## src/rtl/mini_src_control_unit.sv

```systemverilog
// Hardwired Mini SRC control unit: sequences T0-T6 fetch/execute and decodes datapath strobes.
// Outputs are a combinational Moore decode of the step and ir_in; stop is honoured only at instruction boundaries.
module mini_src_control_unit #(
   parameter logic [4:0] INC_OP = 5'b11111,
   parameter int         CNT_W  = 16
) (
   input  logic             clk,
   input  logic             clr,
   input  logic [31:0]      ir_in,
   input  logic             stop,
   output logic [15:0]      reg_en,
   output logic [15:0]      reg_out,
   output logic             Pout,
   output logic             Pen,
   output logic             MARen,
   output logic             MDRen,
   output logic             MDROut,
   output logic             Read,
   output logic             IRen,
   output logic             Yen,
   output logic             ZLOen,
   output logic             ZHIen,
   output logic             ZLOout,
   output logic             ZHIout,
   output logic             HIen,
   output logic             LOen,
   output logic [4:0]       alu_control,
   output logic             run,
   output logic             illegal,
   output logic [CNT_W-1:0] instr_count
);

   typedef enum logic [3:0] {
      S_RESET, S_T0, S_T1, S_T2, S_T3, S_T4, S_T5, S_T6, S_HALT
   } state_t;

   state_t             state_q, state_d;
   logic               illegal_q, illegal_d;
   logic [CNT_W-1:0]   cnt_q, cnt_d;

   logic [4:0] op;
   logic [3:0] ra, rb, rc;
   logic       is_alu3, is_muldiv, is_unary, is_nop, is_halt;
   logic       retire;

   assign op = ir_in[31:27];
   assign ra = ir_in[26:23];
   assign rb = ir_in[22:19];
   assign rc = ir_in[18:15];

   assign is_alu3   = (op >= 5'd3) && (op <= 5'd11);
   assign is_muldiv = (op == 5'd14) || (op == 5'd15);
   assign is_unary  = (op == 5'd16) || (op == 5'd17);
   assign is_nop    = (op == 5'd26);
   assign is_halt   = (op == 5'd27);

   always_comb begin
      state_d     = state_q;
      illegal_d   = illegal_q;
      cnt_d       = cnt_q;
      retire      = 1'b0;
      reg_en      = '0;
      reg_out     = '0;
      Pout        = 1'b0;
      Pen         = 1'b0;
      MARen       = 1'b0;
      MDRen       = 1'b0;
      MDROut      = 1'b0;
      Read        = 1'b0;
      IRen        = 1'b0;
      Yen         = 1'b0;
      ZLOen       = 1'b0;
      ZHIen       = 1'b0;
      ZLOout      = 1'b0;
      ZHIout      = 1'b0;
      HIen        = 1'b0;
      LOen        = 1'b0;
      alu_control = '0;

      case (state_q)
         S_RESET: state_d = S_T0;
         S_T0: begin
            Pout        = 1'b1;
            MARen       = 1'b1;
            ZLOen       = 1'b1;
            alu_control = INC_OP;
            state_d     = S_T1;
         end
         S_T1: begin
            ZLOout  = 1'b1;
            Pen     = 1'b1;
            Read    = 1'b1;
            MDRen   = 1'b1;
            state_d = S_T2;
         end
         S_T2: begin
            MDROut  = 1'b1;
            IRen    = 1'b1;
            state_d = S_T3;
         end
         S_T3: begin
            if (is_alu3 || is_muldiv) begin
               reg_out = 16'(1) << rb;
               Yen     = 1'b1;
               state_d = S_T4;
            end else if (is_unary) begin
               reg_out     = 16'(1) << rb;
               alu_control = op;
               ZLOen       = 1'b1;
               state_d     = S_T4;
            end else if (is_nop) begin
               retire = 1'b1;
            end else if (is_halt) begin
               cnt_d   = cnt_q + CNT_W'(1);
               state_d = S_HALT;
            end else begin
               illegal_d = 1'b1;
               state_d   = S_HALT;
            end
         end
         S_T4: begin
            if (is_alu3 || is_muldiv) begin
               reg_out     = 16'(1) << rc;
               alu_control = op;
               ZLOen       = 1'b1;
               ZHIen       = is_muldiv;
               state_d     = S_T5;
            end else begin
               ZLOout = is_unary;
               reg_en = is_unary ? (16'(1) << ra) : 16'h0000;
               retire = 1'b1;
            end
         end
         S_T5: begin
            ZLOout = 1'b1;
            if (is_muldiv) begin
               LOen    = 1'b1;
               state_d = S_T6;
            end else begin
               reg_en = 16'(1) << ra;
               retire = 1'b1;
            end
         end
         S_T6: begin
            ZHIout = 1'b1;
            HIen   = 1'b1;
            retire = 1'b1;
         end
         S_HALT:  state_d = S_HALT;
         default: state_d = S_HALT;
      endcase

      // Every retirement lands on an instruction boundary, the only place stop is honoured.
      if (retire) begin
         cnt_d   = cnt_q + CNT_W'(1);
         state_d = stop ? S_HALT : S_T0;
      end
   end

   always_ff @(posedge clk or negedge clr) begin
      if (!clr) begin
         state_q   <= S_RESET;
         illegal_q <= 1'b0;
         cnt_q     <= '0;
      end else begin
         state_q   <= state_d;
         illegal_q <= illegal_d;
         cnt_q     <= cnt_d;
      end
   end

   assign run         = (state_q != S_RESET) && (state_q != S_HALT);
   assign illegal     = illegal_q;
   assign instr_count = cnt_q;

endmodule

```

## config.mk

```make
export PLATFORM = sky130hd
export DESIGN_NAME = mini_src_control_unit
export DESIGN_NICKNAME = d
export VERILOG_FILES = /design/src/rtl/mini_src_control_unit.sv
export SDC_FILE = /design/constraint.sdc
export NUM_CORES = 1
export LEC_CHECK = 0
export CORE_MARGIN = 5
export CORE_UTILIZATION = 37
export DETAILED_ROUTE_END_ITERATION = 10
export PLACE_DENSITY = 0.81
export SYNTH_ARGS = -nofsm -noshare
export SYNTH_HDL_FRONTEND = slang
export SYNTH_SLANG_ARGS = --single-unit
```

## constraint.sdc

```tcl
create_clock -name clk -period 2.8 [get_ports clk]
set_input_delay 0.42 -clock clk [delete_from_list [all_inputs] [get_ports clk]]
set_output_delay 0.42 -clock clk [all_outputs]
set_load 0.01 [all_outputs]
```

==> metrics.yaml <==
status:
  run_status: "complete, no violations"
sta:
  fin_ws_ns: 0.0159
  fmaxAchievable_mhz: 359
  setup_violations: 0
  min_period_ns: 2.78
  max-slew-margin-rel_pct: 40.2
  post-route-period-util_pct: 99.4
  skew_ns: 0.00363
  worst_pin_slew_ns: 0.895
  rsz0062_at_grt: "true"
  finalMaxSlewViolations: 0
  finalHoldViolCount: 0
  tns_ns: 0
yosys:
  synth_area_leaders: "dfrtp_1 32%, o22ai_1 6.4%, nor2_1 6.1%"
  synthFlopType: "dfrtp_1"
  synth_edf_count: 0
  synth_top_cell_area_share_pct: 31.6
  synth_area_leader_cell: "dfrtp_1"
  postSynthAreaPerCell_sq_um: 8.32
  synth_seq_cells: 21
  synthCells: 200
  yosysUniqueCellTypes: 45
  syn_nets: 236
  synth_area_sq_um: 1660
  ys_warn_count: 0
  async_flop_share_pct: 100
  yosysSeqAreaShare_pct: 31.6
detailed_routing:
  routed_via_density: 5.46
  first_pass_iters: 4
  ant_nets: 0
  wl_microns: 5340
  vias: 1929
  drt-initial-drc-count: 148
  routedWlPerCell_microns: 15.1
  drc_errors: 0
floorplanning:
  chipHeight_microns: 77.1
  die_area_sq_um: 5940
  die_width_microns: 77.1
  core_area_sq_um: 4350
  ios: 104
  rows: 24
  start_util_pct: 38.2
cells_and_area:
  layout-drive-gt1-share_pct: 20.9
  stdcell_area_sq_um: 2760
  antenna_cells: 0
  post-route-util_pct: 63.3
  syn_to_final_growth_pct: 65.6
  nets: 338
place:
  dp_slack_ns: -0.482
  dp_hpwl_microns: 4170
  place_area_sq_um: 2690
  numPortBuffers: 88
  gp_congestion: 0.826
power_and_ir_drop:
  intPower_w: 0.000564
  p_comb_share_pct: 33.2
  p_leak_nw: 1.22
  clockPowerShare_pct: 24.5
  switchingPower_w: 0.000242
  pwr-share-seq_pct: 42.3
  power_w: 0.000807
  ir_worst_vdd_v: 0.000359
  switching_share_pct: 30.0
  power_density_nw_per_um2: 293
clock_tree:
  clkLatencyLatePin_ns: 0.26
  clk_pin_slew_ns: 0.07
  htreeDepth: 1
  cts_tree: "yes"
  cts_hold_buf: 0
  cts_made_buffers: 3
  cts_buffer_depth: 2
  cts.sinks: 21
  cts-root-buf: "clkbuf_8"
grt:
  grt_pass1_vias: 1812
  antenna_found_initial: 0
  grt_pass1_wl_microns: 8430
  grt_overflow: 0
  grt_max_degree: 22
  gr-usage-all-layers_pct: 16.6
critical_path:
  path_max_fanout: 5
  end_kind: "output port"
  startpoint_type: "input port"
  path_class: "in2out"
  cp.required_ns: 2.38
  reg2reg_slack_ns: 0.34
  crit_arrival_ns: 2.36
hold_path:
  min_path_type: "reg2reg"
run:
  max_cap_violations: 0
[synth_stat cells, drive strengths merged (6+ instances only)]
| master | count |
|---|---|
| xor2 | 7 |
| nand2 | 13 |
| dfrtp | 21 |
| nand2b | 9 |
| nor3 | 7 |
| nand3b | 6 |
| a21oi | 6 |
| o22ai | 17 |
| nand3 | 12 |
| clkbuf | 6 |
| xnor2 | 8 |
| nor2 | 27 |
| buf | 8 |
[area by class of cell]
class                           instances  area (sq um)
Timing Repair Buffer                  111           967
Multi-Input combinational cell        160          1130
Tap cell                               52          65.1
Clock buffer                            3          41.3
Fill cell                             354          1600
Sequential cell                        21           526
Clock inverter                          1          7.51
Inverter                                5          18.8
[critical path, cell delays in order]
cell	delay, ns
clkdlybuf4s50_1	0.43
buf_4	0.17
a311o_2	0.43
nor2_4	0.15
buf_4	0.15
a21o_1	0.10
clkdlybuf4s50_1	0.52
[cells in the final DEF (no fill, tap or decap), drive strengths merged, types with 2 or more instances in the layout]
| cell | count |
|---|---|
| dlygate4sd2 | 25 |
| clkdlybuf4s50 | 48 |
| nor3 | 7 |
| a2111oi | 4 |
| and3 | 3 |
| nand3 | 12 |
| nand4 | 4 |
| xor2 | 7 |
| buf | 26 |
| nand3b | 6 |
| a21oi | 6 |
| or4 | 3 |
| clkbuf | 12 |
| or3 | 3 |
| nand4b | 3 |
| a211oi | 3 |
| nor2 | 27 |
| dfrtp | 21 |
| or2 | 3 |
| nand2 | 13 |
| o21ai | 2 |
| nand2b | 9 |
| a21o | 3 |
| o22ai | 17 |
| xnor2 | 8 |
| inv | 5 |
| dlymetal6s2s | 2 |
[metal layers]
metal,vias up,wire [microns],track usage (%)
li1,939,-,-
met1,908,2320,21.5
met2,72,2610,28.2
met3,10,329,3.51
met4,0,85,4.30
met5,-,0,0
[worst paths after layout]
check                           startpoint              end  cells past startpoint
max                              ir_in[31]   alu_control[2]                      7
min                        instr_count[15]  instr_count[15]                      1
max reg2reg                     state_q[0]  instr_count[12]                      6
min reg2reg                instr_count[15]  instr_count[15]                      1
max in group asynchronous              clr  instr_count[14]                      1
min in group asynchronous              clr   instr_count[7]                      1
[cells by family after synthesis]
| group | share of synthesized area (%) |
|---|---|
| AND/OR/NAND/NOR | 32.5 |
| AO/OA/AOI/OAI | 20.6 |
| flip-flops | 31.6 |
| buffers and inverters | 6.02 |
| XOR/XNOR | 7.89 |
| multiplexers | 0.677 |
| adder cells (fa/ha/maj) | 0.752 |
[repair_timing]
| action | CTS | global route |
|---|---|---|
| gates resized for setup | 50 | 35 |
| pin swaps | 0 | 4 |
| gates cloned | 0 | 0 |
| setup endpoints to repair | 39 | 23 |
| setup buffers | 0 | 2 |
| endpoints found under the hold margin | 0 | 0 |
[power by group through the flow]
stage                     Sequential, W  Clock, W  Combinational [W]
after global routing           0.000345  0.000217           0.000288
after detailed placement       0.000347         0           0.000262
final                          0.000341  0.000198           0.000268
after CTS                      0.000341  0.000205           0.000263
after floorplan                0.000347         0           0.000118
after global placement         0.000347         0           0.000258
[through the flow]
step | instances | hold slack (ns)
after detailed placement | 347 | 0.478
final | 353 | 0.486
after CTS | 351 | 0.492
after floorplan | 200 | 0.124
after global placement | 347 | 0.462
after global routing | 353 | 0.513
[sequential cells by signal, indices dropped and copies added, names as in the netlist]
name,cells
illegal,1
state_q,4
instr_count,16
Note: power is estimated with default switching activity, not from simulation.
